<file path="config.mk">
export PLATFORM = sky130hd
export DESIGN_NAME = ff_toggle_arbiter
export DESIGN_NICKNAME = d
export VERILOG_FILES = /design/src/rtl/ff_toggle_arbiter.sv
export SDC_FILE = /design/constraint.sdc
export NUM_CORES = 1
export LEC_CHECK = 0
export ABC_AREA = 1
export BUFFER_PORTS_ARGS = -buffer_cell sky130_fd_sc_hd__clkbuf_2
export CAP_MARGIN = 20
export CORE_MARGIN = 2
export CORE_UTILIZATION = 50
export CTS_CLUSTER_DIAMETER = 50
export CTS_CLUSTER_SIZE = 24
export DETAILED_ROUTE_END_ITERATION = 8
export PLACE_DENSITY = 0.81
export SLEW_MARGIN = 10
export SYNTH_ARGS = -nofsm -noshare
export SYNTH_HDL_FRONTEND = slang
export SYNTH_SLANG_ARGS = --single-unit
export TNS_END_PERCENT = 30
</file>
<file path="constraint.sdc">
create_clock -name clk -period 2.1 [get_ports clk]
set_clock_uncertainty 0.2 [all_clocks]
set_input_delay 0.21 -clock clk [delete_from_list [all_inputs] [get_ports clk]]
set_output_delay 0.21 -clock clk [all_outputs]
set_load 0.05 [all_outputs]
</file>
<file path="src/rtl/ff_toggle_arbiter.sv">
`default_nettype none
//==============================================================================
// Module   : ff_toggle_arbiter
// Purpose  : Four requesters share one W-bit T-flip-flop register. Each command
//            (D/T/SR/JK) is granted round-robin and applied as a toggle vector.
// Revision : 1.0 - initial release
//==============================================================================
module ff_toggle_arbiter #(
    parameter int W = 8
) (
    input  logic           clk,
    input  logic           rst,
    input  logic [3:0]     req,
    input  logic [7:0]     mode,
    input  logic [4*W-1:0] a,
    input  logic [4*W-1:0] b,
    output logic [3:0]     ack,
    output logic [W-1:0]   q,
    output logic [W-1:0]   qb,
    output logic           busy,
    output logic           err
);

    localparam logic [1:0] S_IDLE  = 2'd0;
    localparam logic [1:0] S_APPLY = 2'd1;
    localparam logic [1:0] S_ACK   = 2'd2;

    localparam logic [1:0] MODE_D  = 2'b00;
    localparam logic [1:0] MODE_T  = 2'b01;
    localparam logic [1:0] MODE_SR = 2'b10;
    localparam logic [1:0] MODE_JK = 2'b11;

    logic [1:0]   state_q, state_d;
    logic [1:0]   last_grant_q;
    logic [1:0]   grant_q;
    logic [1:0]   cmd_mode_q;
    logic [W-1:0] op_a_q;
    logic [W-1:0] op_b_q;
    logic [W-1:0] reg_q;
    logic [3:0]   ack_q;
    logic         err_q;

    logic         gnt_found_w;
    logic [1:0]   gnt_idx_w;
    logic [1:0]   cand_w;
    logic [W-1:0] toggle_w;

    // Search starts one past the last grant so every requester gets a turn.
    always_comb begin
        gnt_found_w = 1'b0;
        gnt_idx_w   = last_grant_q;
        cand_w      = last_grant_q;
        for (int k = 0; k < 4; k++) begin
            cand_w = last_grant_q + 2'(k + 1);
            if (!gnt_found_w && req[cand_w]) begin
                gnt_found_w = 1'b1;
                gnt_idx_w   = cand_w;
            end
        end
    end

    always_comb begin
        toggle_w = '0;
        case (cmd_mode_q)
            MODE_D:  toggle_w = op_a_q ^ reg_q;
            MODE_T:  toggle_w = op_a_q;
            MODE_SR: toggle_w = ((op_a_q & ~reg_q) | (op_b_q & reg_q)) & ~(op_a_q & op_b_q);
            MODE_JK: toggle_w = (op_a_q & ~reg_q) | (op_b_q & reg_q);
            default: toggle_w = '0;
        endcase
    end

    always_comb begin
        state_d = state_q;
        case (state_q)
            S_IDLE:  if (gnt_found_w) state_d = S_APPLY;
            S_APPLY: state_d = S_ACK;
            S_ACK:   state_d = S_IDLE;
            default: state_d = S_IDLE;
        endcase
    end

    always_ff @(posedge clk) begin
        if (rst) begin
            state_q      <= S_IDLE;
            last_grant_q <= 2'd3;
            grant_q      <= 2'd0;
            cmd_mode_q   <= MODE_D;
            op_a_q       <= '0;
            op_b_q       <= '0;
            reg_q        <= '0;
            ack_q        <= 4'b0000;
            err_q        <= 1'b0;
        end else begin
            state_q <= state_d;
            ack_q   <= 4'b0000;
            err_q   <= 1'b0;
            case (state_q)
                S_IDLE: begin
                    if (gnt_found_w) begin
                        grant_q    <= gnt_idx_w;
                        cmd_mode_q <= mode[2*int'(gnt_idx_w) +: 2];
                        op_a_q     <= a[W*int'(gnt_idx_w) +: W];
                        op_b_q     <= b[W*int'(gnt_idx_w) +: W];
                    end
                end
                S_APPLY: begin
                    reg_q        <= reg_q ^ toggle_w;
                    last_grant_q <= grant_q;
                    ack_q        <= 4'b0001 << grant_q;
                    err_q        <= (cmd_mode_q == MODE_SR) && (|(op_a_q & op_b_q));
                end
                default: ;
            endcase
        end
    end

    assign ack  = ack_q;
    assign q    = reg_q;
    assign qb   = ~reg_q;
    assign busy = (state_q != S_IDLE);
    assign err  = err_q;

endmodule
`default_nettype wire

</file>
; Word-level counts from Yosys, hierarchy flattened
; Index checks and enable logic that the tools add are counted.
[classes]
addsub = 3
magnitude_cmp = 4
n_shift = 4
muxes = 19
reduce_logical = 13
bitwise_logic = 10
eq_ne = 5
[op_table]
columns = op, count
row1 = 32-bit by 6-bit variable part select with 8-bit output, 2
row2 = 8-bit AND, 4
row3 = 8-bit one-hot mux with 4 select lines, 1
row4 = 8-bit NOT, 2
row5 = 8-bit XOR, 2
row6 = "2-bit by 3-bit less-than comparator with 1-bit output, second input constant", 4
row7 = 2-bit 2-to-1 mux, 5
row8 = 1-bit binary-select mux with 2-bit select, 4
row9 = 1-bit 2-to-1 mux, 8
row10 = 8-bit bitwise OR, 1
row11 = 8-bit OR reduction, 1
row12 = 8-bit by 4-bit variable part select with 2-bit output, 1
row13 = "2-bit adder, second input constant", 2
row14 = "2-bit by 1-bit == test with 1-bit output, second input constant", 2
row15 = "2-bit == test, second input constant", 2
row16 = 1-bit logical AND, 4
row17 = 2-bit zero test, 2
row18 = 2-bit one-hot mux with 2 select lines, 1
row19 = "1-bit by 2-bit << shifter with 4-bit output, first input constant", 1
row20 = 1-bit zero test, 3
row21 = "2-bit by 1-bit adder with 2-bit output, second input constant", 1
row22 = "2-bit inequality test, second input constant", 1
row23 = 2-bit AND reduction, 1
row24 = 2-bit nonzero test, 1
row25 = other kinds (2), 2
[totals]
elab_cells = 67
in_bits = 78
register_bits = 37

; Logic depth before layout (Yosys ltp)
; Gate-level depths: netlist of run 1.
[logic_depth]
depth_word = 15
mapped_depth = 18
ltp_nobuf = 16

; Least setup slack after synthesis of run 1
; OpenSTA, ideal clock, no wires.
[synth_timing]
path_type = reg2reg
from = register reg_q[0] (netlist: q[0])
to = register reg_q[0] (netlist: q[0])
slack_ns = 0.112
stages_incl_launch_ff = 8
required_time_ns = 1.760
arrival_time_ns = 1.648
setup_time_ns = 0.140
n_path_buf = 0
synth_period_minus_slack_ns = 1.988
path_cell_list = dfxtp_1 > inv_1 > o221ai_1 > o21ai_0 > nand3_1 > nand2_1 > nor2_1 > o22ai_1
[synth_between]
elab_chain_cells = 6
word_cells_on_any_way = 8
classes_between = mux: 1 / bitwise: 7
[synth_rtl]
columns = item, line_no
row1 = from (decl), 39  ; logic [W-1:0] reg_q;
row2 = from (signal assigned), 108  ; reg_q <= reg_q ^ toggle_w;
row3 = 8-bit NOT (*), --
row4 = named net qb[0], 19  ; output logic [W-1:0] qb,
row5 = 8-bit AND (*), "67, 68"
row6 = 8-bit bitwise OR (*), "67, 68"
row7 = 8-bit AND, 67  ; MODE_SR: toggle_w = ((op_a_q & ~reg_q) | (op_b_q & reg_q)) & ~(op_a_q & op_b_q);
row8 = 8-bit one-hot mux with 4 select lines (*), 64  ; case (cmd_mode_q)
row9 = 8-bit XOR (*), 108
; Mark *: on every way through the listed nets, which the timed path passes. The rest lies on a longest branch.
; A chain may end at the register's enable or synchronous reset.

; Worst setup path in the final report of run 1
[layout_timing]
from = register last_grant_q[0]
to = register op_a_q[0]
[layout_between]
elab_chain_cells = 14
word_cells_on_any_way = 27
classes_between = add/sub: 3 / shift: 1 / mux: 16 / reduce/logical: 7
[layout_rtl]
columns = item, line_no
row1 = from (decl), 34  ; logic [1:0] last_grant_q;
row2 = from (signal assigned), 109  ; last_grant_q <= grant_q;
row3 = 2-bit by 1-bit adder with 2-bit output, 54  ; cand_w = last_grant_q + 2'(k + 1);
row4 = 1-bit binary-select mux with 2-bit select, 55  ; if (!gnt_found_w && req[cand_w]) begin
row5 = 1-bit 2-to-1 mux (not written as such), 55
row6 = 1-bit 2-to-1 mux, 55
row7 = 1-bit zero test, 55
row8 = 1-bit logical AND, 55
row9 = 1-bit 2-to-1 mux, 55
row10 = 1-bit zero test, 55
row11 = 1-bit logical AND, 55
row12 = 1-bit 2-to-1 mux, 55
row13 = 1-bit zero test, 55
row14 = 1-bit logical AND, 55
row15 = 2-bit 2-to-1 mux or 1-bit 2-to-1 mux (tied branches), 55
row16 = 32-bit by 6-bit variable part select with 8-bit output or 2-bit AND reduction (tied branches), --
row17 = to (signal assigned), 103  ; op_a_q <= a[W*int'(gnt_idx_w) +: W];
row18 = to (decl), 37  ; logic [W-1:0] op_a_q;
; Parallel ways exist; a longest one is shown, timed or not. The select of a mux whose other input is x is not followed.

==> metrics.md, run 1 <==
| Metric | Value |
|---|---|
| Hold depth | `7` |
| CTS Buffer Depth | `2` |
| Drt pass-1 iters | `4` |
| DPL Wire Length | `roughly 5.5 mm` |
| R2R depth | `15` |
| R2r setup slk | `roughly 0.018 ns` |
| Worst VDD drop | `roughly 0.61 mV` |
| Vias | `between 3000 and 4000` |
| Die area | `slightly below 6000 µm²` |
| Routability congestion estimate | `between 0.8 and 0.9` |
| Worst Tran Pin Value | `~0.42 ns` |
| Total track usage | `24.5%` |
| Root buffer cell | `clkbuf_8` |
| Die Y | `just under 80 µm` |
| Ys Warns | `0` |
| Num CTS Buffers | `5` |
| Syn nets | `roughly 540` |
| Final min period | `around 2.1 ns` |
| I/O pins | `100` |
| MaxCap Viol Count | `0` |
| Final hold violation count | `0` |
| Worst-path maximum fanout | `7` |
| Worst path max stage delay | `roughly 0.36 ns` |
| Finished Cell Area | `3530 µm²` |
| Mapped Avg Cell Area | `between 5 and 6 µm²` |
| Internal Power | `approximately 2.2 mW` |
| Ant. Diodes | `0` |
| CTS tree | `yes` |
| Core Region | `between 5000 and 6000 µm²` |
| Worst-Skew Late Latency | `0.29 ns` |
| Starting DRT DRC Count | `approximately 250` |
| Reg clk slew, reported paths | `around 0.070 ns` |
| Final Total Pwr | `approximately 4.5 mW` |
| Layout cells sized above 1 | `around 30%` |
| Critical path data required time | `2.13 ns` |
| Antenna viol nets, final | `0` |
| Cell Area, Placed | `approximately 3200 µm²` |
| Hold WS | `about 0.088 ns` |
| Share of the yosys chip area belonging to registers | `between 20 and 30%` |
| Distinct cells, synth | `25` |
| GRT Residual Overflow | `0` |
| Crit. End Element | `register` |
| Sw frac | `between 50% and 60%` |
| Initial antenna violation count | `0` |
| H-tree depth | `2` |
| First-pass GRT wire length | `approximately 12 mm` |
| Area grow syn2layout | `31.8%` |
| Worst path cell trace | `buf_6, nand2_1, nand2_2, nand2_2, nand2_4, nand2_4, nand2_2, nand2_4, nand2_8, clkbuf_16, nand2_1, nand2_1, nand2_1, nand3_1, a21oi_1` |
| Yosys reg bits | `37` |
| Clock power frac | `between 10% and 20%` |
| Chip width | `roughly 77 µm` |
| P_sw | `between 2 and 2.5 mW` |
| Vias per cell | `~5.1` |
| Sequential Power Share | `24.8%` |
| Std-Cell Rows | `26` |
| Starting Density | `a little over half` |
| FMAX | `just under 0.5 GHz` |
| Slew HR | `between 70% and 80%` |
| Routed wire per std cell | `11.9 µm` |
| WL final | `around 7.5 mm` |
| Hold WC Path Type | `in -> reg` |
| Setup crit start kind | `register` |
| LEAKAGE | `1.94 nW` |
| Final nets | `640` |
| Comb pwr share | `approximately 65%` |
| Worst Setup Path Type | `reg -> reg` |
| Slowest CP cell | `dfxtp_4` |
| Largest net degree at the start of global routing | `30` |
| Clock Sinks | `37` |
| Input/output buffers | `slightly below 100` |
| Pwr Density | `between 1000 and 1500 nW/µm²` |
| Drt drc | `0` |
| Status | `complete, no violations` |
| Vias in the first global route | `2879` |
| Fin crit share | `~100%` |
| Synth Instances | `458` |
| Worst Path Arrival | `between 2 and 2.5 ns` |
| Syn Std Cell Area | `2680 µm²` |
| CP most frequent cell | `nand2_1` |
| # setup viols final | `0` |
| Slew Limit Fails | `0` |
[sequential cells by signal, indices dropped and copies added (netlist names)]
name and flops:
grant_q 2, ack 4, state_q 2, op_a_q 8, op_b_q 8, cmd_mode_q 2, q 8, last_grant_q 2
err 1
[cell usage after synthesis]
library cell    n  share of area (%)
o21ai_0        18                3.4
nand3b_1        7                2.0
nand4_1         2               0.47
buf_2           9                1.7
inv_1          50                7.0
dfxtp_1        37                 28
nand3_4         1               0.65
a22oi_1         1               0.28
buf_6           2               0.84
buf_4           3               0.84
inv_2           6               0.84
clkbuf_1        5               0.70
nor2_1         35                4.9
buf_1           1               0.14
buf_8           1               0.56
nand3_1        59                 11
nand2_4         3                1.3
nand2_1       160                 22
nor4_1          1               0.23
nor3_1          2               0.37
o2111ai_1       1               0.33
a21oi_1        19                3.5
o221ai_1        8                2.6
o22ai_1         8                1.9
nand2_2        19                4.4
[stage by stage]
step	util (%)	std cells	TNS, ns	worst slack (ns)
after floorplan	-	458	0	0.112
after global placement	62.7	616	0	0.0160
after detailed placement	62.7	616	-0.474	-0.0997
after CTS	64.7	625	0	0.0106
after global routing	68.7	633	-0.670	-0.0671
final	68.7	633	0	0.0177
[cell type report]
cell class / count / area [µm²]
clock inverter: 2 / 10.0
inverter: 56 / 228
sequential: 37 / 746
fill: 473 / 1610
clock buffer: 6 / 72.6
multi-input combinational: 344 / 1680
tap: 70 / 87.6
timing repair buffer: 118 / 703
[routing by layer]
layer  share of wire [%]  wire length, µm  track usage [%]
met1                  46             3430             32.2
met2                  47             3570             41.5
met3                 6.0              452             3.88
met4                 1.1               81             6.79
met5                   0                0                0
[critical path: cells and delay by family (launching register included)]
| kind | cells | cell delay, ns |
|---|---|---|
| and+or+nand+nor | 12 | 0.98 |
| buffers and inverters | 2 | 0.30 |
| DFF | 1 | 0.36 |
| AOI/OAI and AO/OA | 1 | 0.15 |
[final timing paths]
| kind | from | end |
|---|---|---|
| worst min register to register | op_b_q[3] | op_b_q[3] |
| worst min-delay path | mode[1] | cmd_mode_q[1] |
| worst max-delay path | last_grant_q[0] | op_a_q[0] |
| worst max register to register | last_grant_q[0] | op_a_q[0] |
[what timing repair did]
action,CTS,global route
setup endpoints to repair,18,20
buffers inserted,0,5
gates resized for setup,4,31
pin swaps,0,18
endpoints found under the hold margin,1,0
hold buffers,1,0
gates cloned,0,3
[cells by family after synthesis]
logic type / share of synthesized area (%)
buf+inv: 12.6
simple gates: 47.7
compound gates: 12.0
flops: 27.7
[power by group through the flow]
stage / clock, mW / sequential (mW) / combinational, mW
4_1_cts: 0.482 / 1.10 / 2.57
6_report: 0.479 / 1.12 / 2.91
5_1_grt: 0.526 / 1.15 / 3.25
3_5_place_dp: 0 / 1.12 / 2.53
2_1_floorplan: 0 / 1.16 / 1.97
3_3_place_gp: 0 / 1.11 / 2.47
[placed cells by master (no fill, tap or decap), types with 2 or more instances in the layout]
cell and instances:
a21oi_1 18, buf_4 11, buf_6 4, clkbuf_16 2, clkbuf_2 99, clkbuf_8 5, clkinv_2 2, dfxtp_1 35
inv_1 50, inv_4 3, inv_6 2, nand2_1 154, nand2_2 20, nand2_4 7, nand3_1 53, nand3_2 6
nand3b_1 7, nand4_1 2, nor2_1 35, nor3_1 2, o21ai_0 18, o221ai_1 8, o22ai_1 8
No activity file was read; power rests on OpenSTA's default activity.
==> inputs of run 2 (changes only) <==
CORE_UTILIZATION = 54   (was 50)
PLACE_DENSITY = 0.87   (was 0.81)
clock period = 2.5 ns   (was 2.1 ns; I/O delays follow)
==> metrics.md, run 2 (synthesis results as in run 1) <==
| Metric | Value |
|---|---|
| Fillers | `~400` |
| Sw frac | `between 50% and 60%` |
| Slew HR | `68.9%` |
| Worst Setup Path Type | `reg -> reg` |
| Internal Power | `approximately 1.7 mW` |
| Starting Density | `between 50% and 60%` |
| Drt pass-1 iters | `5` |
| Largest net degree at the start of global routing | `30` |
| Input/output buffers | `99` |
| Root buffer cell | `clkbuf_8` |
| Commonest non-fill, non-tap cell in the layout | `nand2_1` |
| WL final | `6.81 mm` |
| Vias per cell | `between 5 and 6` |
| Final hold violation count | `0` |
| Commonest non-fill, non-tap cells in the layout | `nand2_1, clkbuf_2, nand3_1, inv_1, dfxtp_1` |
| Routed wire per std cell | `11.1 µm` |
| Core Region | `about 4800 µm²` |
| I/O pins | `100` |
| CTS tree | `yes` |
| Layout cells sized above 1 | `about a quarter` |
| Setup WS post-layout | `between 0.2 and 0.25 ns` |
| Ant. Diodes | `0` |
| Chip width | `74.4 µm` |
| DPL Wire Length | `a little over 5 mm` |
| Worst Hold End | `op_b_q[1]` |
| R2r setup slk | `roughly 0.24 ns` |
| Clock Sinks | `37` |
| H-tree depth | `2` |
| R2R depth | `15` |
| Hold WC Path Type | `in -> reg` |
| Critical path data required time | `2.55 ns` |
| Std-Cell Rows | `25` |
| MaxCap Viol Count | `0` |
| Vias in the first global route | `around 2700` |
| Area grow syn2layout | `23.0%` |
| Worst Tran Pin Value | `~0.47 ns` |
| Antenna viol nets, final | `0` |
| Die area | `~5500 µm²` |
| Die Y | `roughly 74 µm` |
| Final nets | `between 600 and 700` |
| Worst-Skew Late Latency | `just under 0.3 ns` |
| Cell Area, Placed | `between 3000 and 4000 µm²` |
| Fin crit share | `between 90% and 100%` |
| # setup viols final | `0` |
| Final min period | `between 2 and 2.5 ns` |
| Setup WS pre-CTS | `0.231 ns` |
| Total track usage | `between 20% and 30%` |
| Setup crit start kind | `register` |
| Comb pwr share | `between 50% and 60%` |
| FF-to-FF Start | `last_grant_q[1]` |
| Sequential Power Share | `about a quarter` |
| LEAKAGE | `1.83 nW` |
| Crit. End Element | `register` |
| Routability congestion estimate | `approximately 0.9` |
| Initial antenna violation count | `0` |
| Finished Cell Area | `approximately 3300 µm²` |
| Worst VDD drop | `around 0.61 mV` |
| Hold depth | `7` |
| Reg clk slew, reported paths | `approximately 0.08 ns` |
| Status | `complete, no violations` |
| First-pass GRT wire length | `11.4 mm` |
| Reg-to-Reg End | `op_a_q[4]` |
| P_sw | `between 1.5 and 2 mW` |
| GRT Residual Overflow | `0` |
| CTS Buffer Depth | `2` |
| Vias | `between 3000 and 4000` |
| Drt drc | `0` |
| Hold path startpoint | `b[1]` |
| FMAX | `between 0.4 and 0.5 GHz` |
| Num CTS Buffers | `5` |
| Pwr Density | `1080 nW/µm²` |
| Hold buffers post-CTS | `0` |
| Slew Limit Fails | `0` |
| Worst-path maximum fanout | `29` |
| Clock power frac | `between 10% and 20%` |
| Starting DRT DRC Count | `300` |
| Worst Path Arrival | `around 2.3 ns` |
run 2: what timing repair did:
action	in CTS	in global routing
endpoints found under the setup margin	0	14
resized for setup	0	3
buffers inserted	0	0
run 2: how the worst max path moves through the flow:
stage,slack [ns],cells after the start,from,to
6_report,0.24,15,last_grant_q[1],op_a_q[4]
3_5_place_dp,0.23,15,last_grant_q[1],op_a_q[4]
3_3_place_gp,0.30,15,last_grant_q[1],op_a_q[4]
2_1_floorplan,0.51,7,q[0],q[0]
5_1_grt,-0.005,15,last_grant_q[1],op_a_q[4]
4_1_cts,0.20,15,last_grant_q[1],op_a_q[4]
run 2: stage by stage:
step	hold slack [ns]	total power, mW	utilization, %	std cells	setup TNS (ns)
after global routing	0.175	3.88	69.3	616	-0.00476
after detailed placement	0.259	2.98	66.6	608	0
final	0.142	3.56	69.3	616	0
after global placement	0.263	2.93	66.6	608	0
after floorplan	0.223	2.63	-	458	0
after CTS	0.143	3.52	69.2	616	0
run 2: worst max-delay path: stages, from the launching register on:
cell     delay, ns
dfxtp_1       0.47
inv_2         0.11
nand2_1       0.09
nand2_2       0.07
nand2_2       0.08
nand2_2       0.07
inv_2         0.11
nand3_4       0.19
nand2_4       0.14
buf_6         0.24
nand2_1       0.07
nand2_1       0.07
nand2_1       0.04
nand3_1       0.14
nand2_1       0.07
inv_1         0.05
run 2: final cells by class:
| cell class | count | area, µm² | area share, % |
|---|---|---|---|
| clock buffers | 6 | 82.6 | 2.51 |
| repair buffers | 104 | 537 | 16.3 |
| well taps | 67 | 83.8 | 2.54 |
| flip-flops and latches | 37 | 741 | 22.5 |
| inverters | 56 | 213 | 6.46 |
| clock inverters | 2 | 37.5 | 1.14 |
| multi-input cells | 344 | 1600 | 48.6 |
run 2: power groups by stage:
stage / registers (mW) / logic, mW / clock network [mW]
2_1_floorplan: 0.978 / 1.65 / 0
3_3_place_gp: 0.931 / 2.00 / 0
3_5_place_dp: 0.936 / 2.04 / 0
4_1_cts: 0.924 / 2.06 / 0.538
5_1_grt: 0.955 / 2.37 / 0.558
6_report: 0.934 / 2.09 / 0.535
run 2: routing by layer:
layer	up-vias	global-route usage, %	wire length (µm)
met4	0	7.54	81
li1	1640	-	-
met2	146	43.2	3120
met1	1332	33.9	3080
met5	-	0	0
met3	9	3.66	529
